[src/rtl/serial_adder_ctrl.sv]
// Bit-serial adder stage: accepts a/b over a valid/ready handshake, adds them
// LSB-first one bit per clock through a registered carry, then presents the
// sum and carry-out over a second valid/ready handshake.
//
// Ports:
//   clk, rst_n            rising-edge clock, asynchronous active-low reset
//   in_valid / in_ready   operand handshake (in_ready high only in IDLE)
//   a, b                  WIDTH-bit operands, sampled on the accept edge
//   out_valid / out_ready result handshake (out_valid high only in DONE)
//   sum, cout             registered result, held until the next SHIFT
//   busy                  high in SHIFT or DONE
module serial_adder_ctrl #(
    parameter int unsigned WIDTH = 8
) (
    input  logic             clk,
    input  logic             rst_n,
    input  logic             in_valid,
    output logic             in_ready,
    input  logic [WIDTH-1:0] a,
    input  logic [WIDTH-1:0] b,
    output logic             out_valid,
    input  logic             out_ready,
    output logic [WIDTH-1:0] sum,
    output logic             cout,
    output logic             busy
);

    localparam int unsigned CW = $clog2(WIDTH + 1);

    typedef enum logic [1:0] {
        IDLE  = 2'd0,
        SHIFT = 2'd1,
        DONE  = 2'd2
    } state_t;

    state_t          state;
    logic [WIDTH-1:0] shift_a;
    logic [WIDTH-1:0] shift_b;
    logic             carry;
    logic [CW-1:0]    cnt;

    // Full-adder slice for the current LSB pair
    logic bit_sum;
    logic bit_carry;
    logic bit_half;

    always_comb begin
        bit_half  = shift_a[0] ^ shift_b[0];
        bit_sum   = bit_half ^ carry;
        bit_carry = (shift_a[0] & shift_b[0]) | (carry & bit_half);
    end

    // Controller, datapath and registered handshake outputs
    always_ff @(posedge clk or negedge rst_n) begin
        if (!rst_n) begin
            state     <= IDLE;
            shift_a   <= '0;
            shift_b   <= '0;
            carry     <= 1'b0;
            cnt       <= '0;
            sum       <= '0;
            cout      <= 1'b0;
            in_ready  <= 1'b1;
            out_valid <= 1'b0;
            busy      <= 1'b0;
        end else begin
            case (state)
                IDLE: begin
                    if (in_valid) begin
                        shift_a  <= a;
                        shift_b  <= b;
                        carry    <= 1'b0;
                        cnt      <= '0;
                        state    <= SHIFT;
                        in_ready <= 1'b0;
                        busy     <= 1'b1;
                    end
                end
                SHIFT: begin
                    // Shift forms work for WIDTH=1, where a part-select would be empty
                    shift_a <= shift_a >> 1;
                    shift_b <= shift_b >> 1;
                    sum     <= (sum >> 1) | (WIDTH'(bit_sum) << (WIDTH - 1));
                    carry   <= bit_carry;
                    cnt     <= cnt + CW'(1);
                    if (cnt == CW'(WIDTH - 1)) begin
                        cout      <= bit_carry;
                        state     <= DONE;
                        out_valid <= 1'b1;
                    end
                end
                DONE: begin
                    if (out_ready) begin
                        state     <= IDLE;
                        out_valid <= 1'b0;
                        in_ready  <= 1'b1;
                        busy      <= 1'b0;
                    end
                end
                default: begin
                    state     <= IDLE;
                    in_ready  <= 1'b1;
                    out_valid <= 1'b0;
                    busy      <= 1'b0;
                end
            endcase
        end
    end

endmodule

[config.mk]
export PLATFORM = sky130hd
export DESIGN_NAME = serial_adder_ctrl
export DESIGN_NICKNAME = d
export VERILOG_FILES = /design/src/rtl/serial_adder_ctrl.sv
export SDC_FILE = /design/constraint.sdc
export NUM_CORES = 1
export LEC_CHECK = 0
export BUFFER_PORTS_ARGS = -buffer_cell sky130_fd_sc_hd__buf_2
export CORE_UTILIZATION = 55
export CTS_BUF_LIST = sky130_fd_sc_hd__clkbuf_8
export CTS_CLUSTER_DIAMETER = 50
export DETAILED_ROUTE_END_ITERATION = 7
export GPL_TIMING_DRIVEN = 0
export PLACE_DENSITY = 0.87
export SLEW_MARGIN = 20
export SYNTH_ARGS = -nofsm -noshare
export SYNTH_HDL_FRONTEND = slang
export SYNTH_SLANG_ARGS = --single-unit
[constraint.sdc]
create_clock -name clk -period 1.77 [get_ports clk]
set_clock_uncertainty 0.1 [all_clocks]
set_input_delay 0.2655 -clock clk [delete_from_list [all_inputs] [get_ports clk]]
set_output_delay 0.2655 -clock clk [all_outputs]
set_load 0.01 [all_outputs]
==> summary.txt, run 1 <==
STA
  – Final cycle utilization of the critical path: 0.837
  – Max-slew headroom: 0.496
  – Final setup fails: 0
  – Fmax: 675 MHz
  – Setup ws final: 289 ps
  – Worst-Margin Slew: 757 ps
  – Setup TNS: 0 ps
  – Endpoints failing hold: 0
  – Final min period: 1480 ps
  – Final Max Slew Viols: 0
  – Setup repair after global routing missed its margin: no

Critical path
  – Worst reg2reg setup slack: about 290 ps
  – Crit path launch type: flip-flop
  – Critical Setup Path Class: reg2reg
  – Worst Path Max Fanout: 4
  – Arrival time at the worst endpoint: 1550 ps
  – Reg2Reg Launch Point: cnt[0]
  – CP Capture Point: cout
  – Reg2reg path depth: 4
  – Worst r2r dst: cout
  – CP startpoint: cnt[0]
  – Worst Setup End Kind: flip-flop
  – Worst path required time: 1840 ps

Synthesis
  – Syn Inst Count: 150
  – Most frequent cell after synthesis: nand2_1
  – Largest family of logic cells by synthesized area: compound AO/OA/AOI/OAI gates
  – Post-synthesis register bit count: 35
  – Simple-Gate Fraction of Synth Area: 0.178
  – Adder-cell area share of the yosys netlist: 0.0209
  – Leading area contributor after synthesis: dfrtp_1
  – Yosys synthesis warning count: 0
  – Synth top cells by count: nand2_1, dfrtp_1, a22oi_1, o21ai_1, o21ai_0
  – Synth Flop Type: dfrtp_1
  – Yosys top cell area share: 0.547
  – Netlist Area Pre-Place: 1560 sq um
  – Synth Area in XOR/XNOR: 0
  – Top post-synthesis cells by area: dfrtp_1, nand2_1, a22oi_1
  – Post-synth EDFFs: 0
  – Ys async rst share: 1.00
  – Post-synth cell types: 28
  – Syn nets: 172
  – Mean post-synth cell area: 10.4 sq um
  – Multiplexer share of the synthesized area: 0.0137
  – Sequential share of the synthesized area: 0.564
  – Compound-Gate Fraction of Synth Area: 0.178

Power and ir drop
  – Peak supply drop: 1040 uV
  – P_leak: 0.000951 uW
  – Pwr Density: approximately 1600 nW/um^2

Hold path
  – Worst min path class: in2reg
  – Hold Crit Depth: 2

Clock tree
  – Clock Sinks: 35
  – TritonCTS clock tree: yes
  – CTS Root Cell: clkbuf_8
  – Worst-skew pair later-pin latency: between 200 and 300 ps
  – Reg clk slew, reported paths: 60 ps
  – CTS Hold Buffers Added: 1
  – H-Tree Depth: 2
  – CTS buffer count: 5
  – CTS max path bufs: 2
  – Post-CTS Setup Inserts: 0
  – Post-CTS sizing: 0

Layout
  – # fillers: 213
  – Layout cells sized above 1: 0.279
  – Area of the multi-input gates: 609 sq um
  – Area grow syn2layout: 19.5%
  – Total Nets Final: 211
  – Diodes inserted: 0
  – Register area: approximately 900 sq um

Floorplan
  – Initial Util: 0.606
  – Die Height: between 50 and 60 microns
  – Die width: between 50 and 60 microns
  – Number of top-level pins: 32
  – Core area: around 2600 sq um
  – Die Area: 3050 sq um
  – Row cnt: 18

Routing
  – DRC Markers: 0
  – Vias per cell: 5.60
  – Final WL: between 3000 and 4000 microns
  – Via count: 1233
  – First-pass detailed-route iteration total: 4
  – Iter 0 DRT Violations: 33
  – Final ANT Viol Nets: 0
  – WL per Instance: 14.8 microns

Global routing
  – Global-route usage over all layers: 0.263
  – Grt ovf: 0
  – Largest net degree at the start of global routing: 36
  – First-pass GRT wire length: 5270 microns
  – Initial antenna violation count: 0
  – Vias in the first global route: between 1000 and 1500

Placed design
  – I/O Buffers: 31
  – GPL Wtd Cong: approximately 0.83
  – Dpl ws: ~290 ps
  – Dpl hpwl: 2330 microns

Outcome
  – Run status: finished, final reports clean

Run
  – Max Cap Viol: 0
layout make-up:
| class | instances | share of cell area |
|---|---|---|
| flip-flops and latches | 35 | 0.472 |
| multi-input cells | 105 | 0.328 |
| repair buffers | 32 | 0.0888 |
| clock buffers | 7 | 0.0518 |
| plain buffers | 10 | 0.0377 |
| well taps | 30 | 0.0202 |
| clock inverters | 1 | 0.00202 |
worst max-delay path, stage by stage, from the launching register on:
cell and delay (ps):
dfrtp_1 390, ha_1 210, nand2_1 110, nor3_4 210
mux2_1 340
state kept, by name, indices dropped and copies added, names as in the netlist:
name / cells
sum: 8
in_ready: 1
shift_b: 8
cnt: 4
out_valid: 1
shift_a: 8
state: 2
busy: 1
cout: 1
carry: 1
per-stage QoR:
step	power [uW]	utilization	hold WS [ps]	cell area (sq um)	std cells
3_3_place_gp	2350	0.681	263	1750	211
2_1_floorplan	2080	-	-130	1560	150
6_report	3040	0.724	96.4	1860	220
3_5_place_dp	2440	0.681	278	1750	211
4_1_cts	3060	0.724	89.0	1860	220
5_1_grt	3280	0.724	89.9	1860	220
logic make-up (layout without fill, tap and decap cells):
family          Yosys count  count (layout)
flops                    35              35
buf+inv                  10              50
simple gates             58              58
compound gates           43              43
fa+ha+maj                 2               2
mux                       2               2
metal layers:
layer,vias to the layer above,part of all wire,GRT usage,routed length [microns]
li1,596,-,-,-
met1,591,0.42,0.285,1380
met2,36,0.51,0.450,1670
met3,10,0.043,0.0956,140
met4,0,0.019,0.133,62
met5,-,0,0,0
layout by cell type, fill, tap and decap left out, drive strengths merged, types with 3 or more instances in the layout:
| cell | instances |
|---|---|
| a21oi | 5 |
| nand2 | 41 |
| o21ai | 17 |
| and3b | 3 |
| buf | 41 |
| nand2b | 3 |
| nor2 | 5 |
| dfrtp | 34 |
| clkbuf | 7 |
| a22oi | 12 |
| a22o | 5 |
how the worst min path moves through the flow:
| stage | startpoint | to | slack, ps |
|---|---|---|---|
| 5_1_grt | b[7] | shift_b[7] | 90 |
| 3_5_place_dp | rst_n | sum[1] | 280 |
| 3_3_place_gp | rst_n | sum[0] | 260 |
| 6_report | b[7] | shift_b[7] | 100 |
| 4_1_cts | b[7] | shift_b[7] | 90 |
| 2_1_floorplan | rst_n | busy | -130 |
where the power goes:
group	switching [uW]	leakage [uW]	internal, uW
registers	222	0.000449	1120
logic	600	0.000447	484
clock network	271	0.0000557	349
total	1090	0.000951	1950
Note: power is estimated with default switching activity, not from simulation.
==> run 2, diff against run 1 <==
==> constraint.sdc (replaced) <==
create_clock -name clk -period 1.4 [get_ports clk]
set_clock_uncertainty 0.1 [all_clocks]
set_input_delay 0.21 -clock clk [delete_from_list [all_inputs] [get_ports clk]]
set_output_delay 0.21 -clock clk [all_outputs]
set_load 0.01 [all_outputs]
==> run 2 against run 1 <==
Register-to-register slack worse by 240 ps. Worst setup slack worse by 240 ps. First-iteration DRC count is 15% lower. Sequential share of layout area is 1.1 points lower. Non-clock buffer count is 3 higher. Combinational power is 37% higher. Largest cell class unchanged. Core utilization is 1.8 points higher. Maximum frequency is 9.5% higher.
==> summary.txt, run 2 (synthesis results as in run 1) <==
Global routing
  – Initial antenna violation count: 0
  – Global-route usage over all layers: 0.266
  – Largest net degree at the start of global routing: 36
  – First-pass GRT wire length: 5330 microns
  – Vias in the first global route: 1210
  – Grt ovf: 0

Critical path
  – Worst Path Max Fanout: 2
  – Crit path launch type: flip-flop
  – Worst path required time: 1470 ps
  – Reg2reg path depth: 2
  – CP startpoint: shift_a[0]
  – Reg2Reg Launch Point: shift_a[0]
  – Worst reg2reg setup slack: 50 ps
  – Critical Setup Path Class: reg2reg
  – Arrival time at the worst endpoint: 1420 ps
  – Worst r2r dst: cout
  – Worst Setup End Kind: flip-flop
  – CP Capture Point: cout

Clock tree
  – Worst-skew pair later-pin latency: 290 ps
  – CTS Root Cell: clkbuf_8
  – CTS buffer count: 5
  – H-Tree Depth: 2
  – CTS max path bufs: 2
  – TritonCTS clock tree: yes
  – Reg clk slew, reported paths: 60 ps
  – Clock Sinks: 35

Power and ir drop
  – Total power: 3960 uW
  – Reported net switching power: 1420 uW
  – Combinational power share: 0.373
  – Clock group share of total power: 0.198
  – P_leak: 0.000967 uW
  – Peak supply drop: 1350 uV
  – Flop pwr share: 0.429
  – Pwr Density: 2080 nW/um^2
  – Internal power: 2540 uW
  – Sw Ratio: 0.358

STA
  – Worst-Margin Slew: 752 ps
  – Fmax: 740 MHz
  – Max-slew headroom: 0.499
  – Setup ws final: 47.9 ps
  – Final min period: between 1000 and 1500 ps
  – Final hold slack: about 40 ps
  – Final Max Slew Viols: 0
  – Final setup fails: 0
  – Final cycle utilization of the critical path: 0.966
  – Setup repair after global routing missed its margin: no
  – Endpoints failing hold: 0

Routing
  – Vias per cell: 5.61
  – Via count: 1252
  – DRC Markers: 0
  – Final WL: 3300 microns
  – Iter 0 DRT Violations: 28
  – WL per Instance: 14.8 microns
  – First-pass detailed-route iteration total: 4
  – Final ANT Viol Nets: 0

Floorplan
  – Core area: 2570 sq um
  – Die Height: 55.2 microns
  – Die Area: 3050 sq um
  – Row cnt: 18
  – Number of top-level pins: 32
  – Die width: 55.2 microns
  – Initial Util: 0.606

Layout
  – Area grow syn2layout: 22.3%
  – Most common cell after layout, fill and taps aside: nand2_1
  – Post-route cell area: approximately 1900 sq um
  – Diodes inserted: 0
  – Final Util: 0.742
  – Largest regs: shift_a (8), shift_b (8), sum (8)
  – # fillers: about 200
  – Total Nets Final: 214
  – Most frequent cells in the layout: nand2_1, buf_2, dfrtp_1
  – Layout cells sized above 1: 0.301

Placed design
  – I/O Buffers: 31
  – GPL Wtd Cong: just over 0.8
  – Dpl hpwl: about 2300 microns
  – Post-DP Area: 1750 sq um
  – Dpl ws: -84.4 ps

Outcome
  – Run status: finished, final reports clean

Hold path
  – Worst min path class: in2reg

Run
  – Max Cap Viol: 0
## run 2: cell count changes in the layout (fill, tap and decap cells not counted)
cell | before | now
ha_1 | 1 | 0
o21bai_4 | 0 | 1
ha_4 | 0 | 1
buf_4 | 3 | 6
nand2_2 | 0 | 1
nand2_1 | 41 | 40
o21bai_2 | 1 | 0
## run 2: how the worst min path moves through the flow
stage / from / endpoint / depth (start not counted)
2_1_floorplan: rst_n / busy / 0
3_3_place_gp: rst_n / sum[0] / 1
3_5_place_dp: rst_n / sum[1] / 1
4_1_cts: b[7] / shift_b[7] / 2
5_1_grt: b[7] / shift_b[7] / 2
6_report: b[7] / shift_b[7] / 2
## run 2: per-stage QoR
| stage | setup TNS, ps | std cells |
|---|---|---|
| 2_1_floorplan | 0 | 150 |
| 3_3_place_gp | -22.7 | 211 |
| 3_5_place_dp | -84.4 | 211 |
| 4_1_cts | 0 | 223 |
| 5_1_grt | 0 | 223 |
| 6_report | 0 | 223 |
## run 2: repair_timing
| action | in CTS | in global routing |
|---|---|---|
| gates cloned | 0 | 0 |
| pin swaps | 1 | 1 |
| hold buffers | 1 | 0 |
| endpoints found under the setup margin | 1 | 2 |
| resized for setup | 2 | 2 |
| setup buffers | 3 | 0 |
| endpoints found under the hold margin | 34 | 0 |
## run 2: layout make-up
class	count	area, sq um	area share
flip-flops and latches	35	877	0.461
multi-input cells	105	632	0.332
repair buffers	35	188	0.0986
clock buffers	7	96.3	0.0506
plain buffers	10	70.1	0.0368
well taps	30	37.5	0.0197
clock inverters	1	3.75	0.00197
## run 2: worst max-delay path, cell delays in order (launching register included)
cell     delay (ps)
dfrtp_1         400
fa_1            440
mux2_1          300
## run 2: per-layer routing
metal | track usage | wire length, microns | vias up
met5 | 0 | 0 | -
met4 | 0.133 | 60 | 0
met3 | 0.0956 | 160 | 10
met2 | 0.446 | 1680 | 43
met1 | 0.298 | 1400 | 599
li1 | - | - | 600
## run 2: power by group through the flow
stage | registers (uW) | clock network, uW | logic, uW
after floorplan | 1720 | 0 | 908
after global placement | 1670 | 0 | 1300
after detailed placement | 1710 | 0 | 1370
after CTS | 1690 | 800 | 1450
after global routing | 1750 | 834 | 1680
final | 1700 | 784 | 1480
==> run 3, diff against run 2 <==
==> constraint.sdc (replaced) <==
create_clock -name clk -period 1.5 [get_ports clk]
set_clock_uncertainty 0.1 [all_clocks]
set_input_delay 0.225 -clock clk [delete_from_list [all_inputs] [get_ports clk]]
set_output_delay 0.225 -clock clk [all_outputs]
set_load 0.01 [all_outputs]
==> run 3 against run 2 <==
Clock-buffer cell count is the same. Sequential share of layout area rose by 0.68 points. First-iteration DRC count rose by 21%. Combinational power fell by 11%. Worst setup slack improved by 10 ps. Clock power shrank 6.6%. Worst hold slack better by 14 ps. Non-clock buffer count is 1 lower. Sequential cell count unchanged. Via count rose by 0.56%. Largest power group unchanged. Global-route usage fell by 0.29 points.
==> summary.txt, run 3 (synthesis results as in run 1) <==
STA
  – Endpoints failing hold: 0
  – Final hold slack: 54.3 ps
  – Final Max Slew Viols: 0
  – Final min period: ~1400 ps
  – Setup ws final: 58.3 ps
  – Fmax: 694 MHz
  – Final setup fails: 0
  – Setup TNS: 0 ps
  – Final cycle utilization of the critical path: 0.961
  – Max-slew headroom: 0.494
  – Worst-Margin Slew: approximately 760 ps

Layout
  – Most common cell after layout, fill and taps aside: nand2_1
  – Largest regs: shift_a (8), shift_b (8), sum (8)
  – Total Nets Final: 213
  – Diodes inserted: 0
  – Layout cells sized above 1: 0.292
  – Area grow syn2layout: 20.6%
  – Most frequent cells in the layout: nand2_1, buf_2, dfrtp_1
  – Non-filler cells in the finished layout: about 220

Floorplan
  – Die Area: 3050 sq um
  – Die width: between 50 and 60 microns
  – Number of top-level pins: 32
  – Row cnt: 18
  – Initial Util: 0.606
  – Die Height: 55.2 microns
  – Core area: approximately 2600 sq um

Global routing
  – First-pass GRT wire length: between 5000 and 6000 microns
  – Initial antenna violation count: 0
  – Global-route usage over all layers: 0.263
  – Largest net degree at the start of global routing: 36
  – Grt ovf: 0
  – Vias in the first global route: roughly 1200

Placed design
  – Dpl hpwl: 2330 microns
  – I/O Buffers: 31
  – GPL Wtd Cong: 0.830
  – Dpl ws: 15.6 ps
  – Placed cells: 211

Power and ir drop
  – Peak supply drop: 1230 uV
  – P_leak: between 0.0009 and 0.001 uW
  – Pwr Density: 1930 nW/um^2
  – Total power: 3630 uW

Critical path
  – Worst Setup End Kind: flip-flop
  – Critical Setup Path Class: reg2reg
  – Worst path required time: approximately 1600 ps
  – Arrival time at the worst endpoint: 1510 ps
  – Worst Path Max Fanout: 3
  – Crit path launch type: flip-flop

Routing
  – Final ANT Viol Nets: 0
  – First-pass detailed-route iteration total: 4
  – Vias per cell: roughly 5.7
  – Final WL: 3270 microns
  – Via count: approximately 1300
  – WL per Instance: 14.7 microns
  – DRC Markers: 0
  – Iter 0 DRT Violations: 34

Clock tree
  – TritonCTS clock tree: yes
  – CTS Root Cell: clkbuf_8
  – CTS buffer count: 5
  – H-Tree Depth: 2
  – CTS max path bufs: 2
  – Reg clk slew, reported paths: 60 ps
  – Worst-skew pair later-pin latency: 290 ps
  – Clock Sinks: 35

Outcome
  – Run status: finished, final reports clean

Hold path
  – Worst min path class: in2reg

Run
  – Max Cap Viol: 0
[run 3: worst paths after layout]
path	startpoint	end	slack, ps	cells past startpoint
setup reg to reg	cnt[1]	cout	60	4
setup / recovery	cnt[1]	cout	60	4
hold reg to reg	sum[0]	sum[0]	380	2
hold / removal	b[7]	shift_b[7]	50	2
max in group asynchronous	rst_n	shift_a[2]	370	2
min in group asynchronous	rst_n	shift_b[4]	450	2
[run 3: worst max-delay path: stages, from the launching register on]
cell     delay [ps]
dfrtp_1         380
ha_2            210
nand2_1         110
nor3_4          200
mux2_1          330
[run 3: through the flow]
step | area, sq um | util
final | 1880 | 0.731
after global routing | 1880 | 0.731
after CTS | 1860 | 0.724
after detailed placement | 1750 | 0.681
after global placement | 1750 | 0.681
after floorplan | 1560 | -
[run 3: final cells by class]
| class | count | area (sq um) |
|---|---|---|
| repair buffers | 34 | 180 |
| fillers | 210 | 691 |
| clock buffers | 7 | 96.3 |
| plain buffers | 10 | 70.1 |
| multi-input cells | 105 | 612 |
| flip-flops and latches | 35 | 877 |
| well taps | 30 | 37.5 |
| clock inverters | 1 | 3.75 |
[run 3: power by group]
group / switching, uW / internal, uW
Combinational: 716 / 599
Sequential: 260 / 1320
Clock: 320 / 412
[run 3: layer usage]
metal | track usage | part of all wire
met1 | 0.285 | 0.41
met2 | 0.450 | 0.51
met3 | 0.0956 | 0.067
met4 | 0.133 | 0.021
met5 | 0 | 0
[run 3: what timing repair did]
action | in CTS | in global routing
endpoints found under the setup margin | 0 | 1
setup buffers | 0 | 2
hold endpoints to repair | 34 | 0
gates resized for setup | 0 | 1
hold buffers | 1 | 0
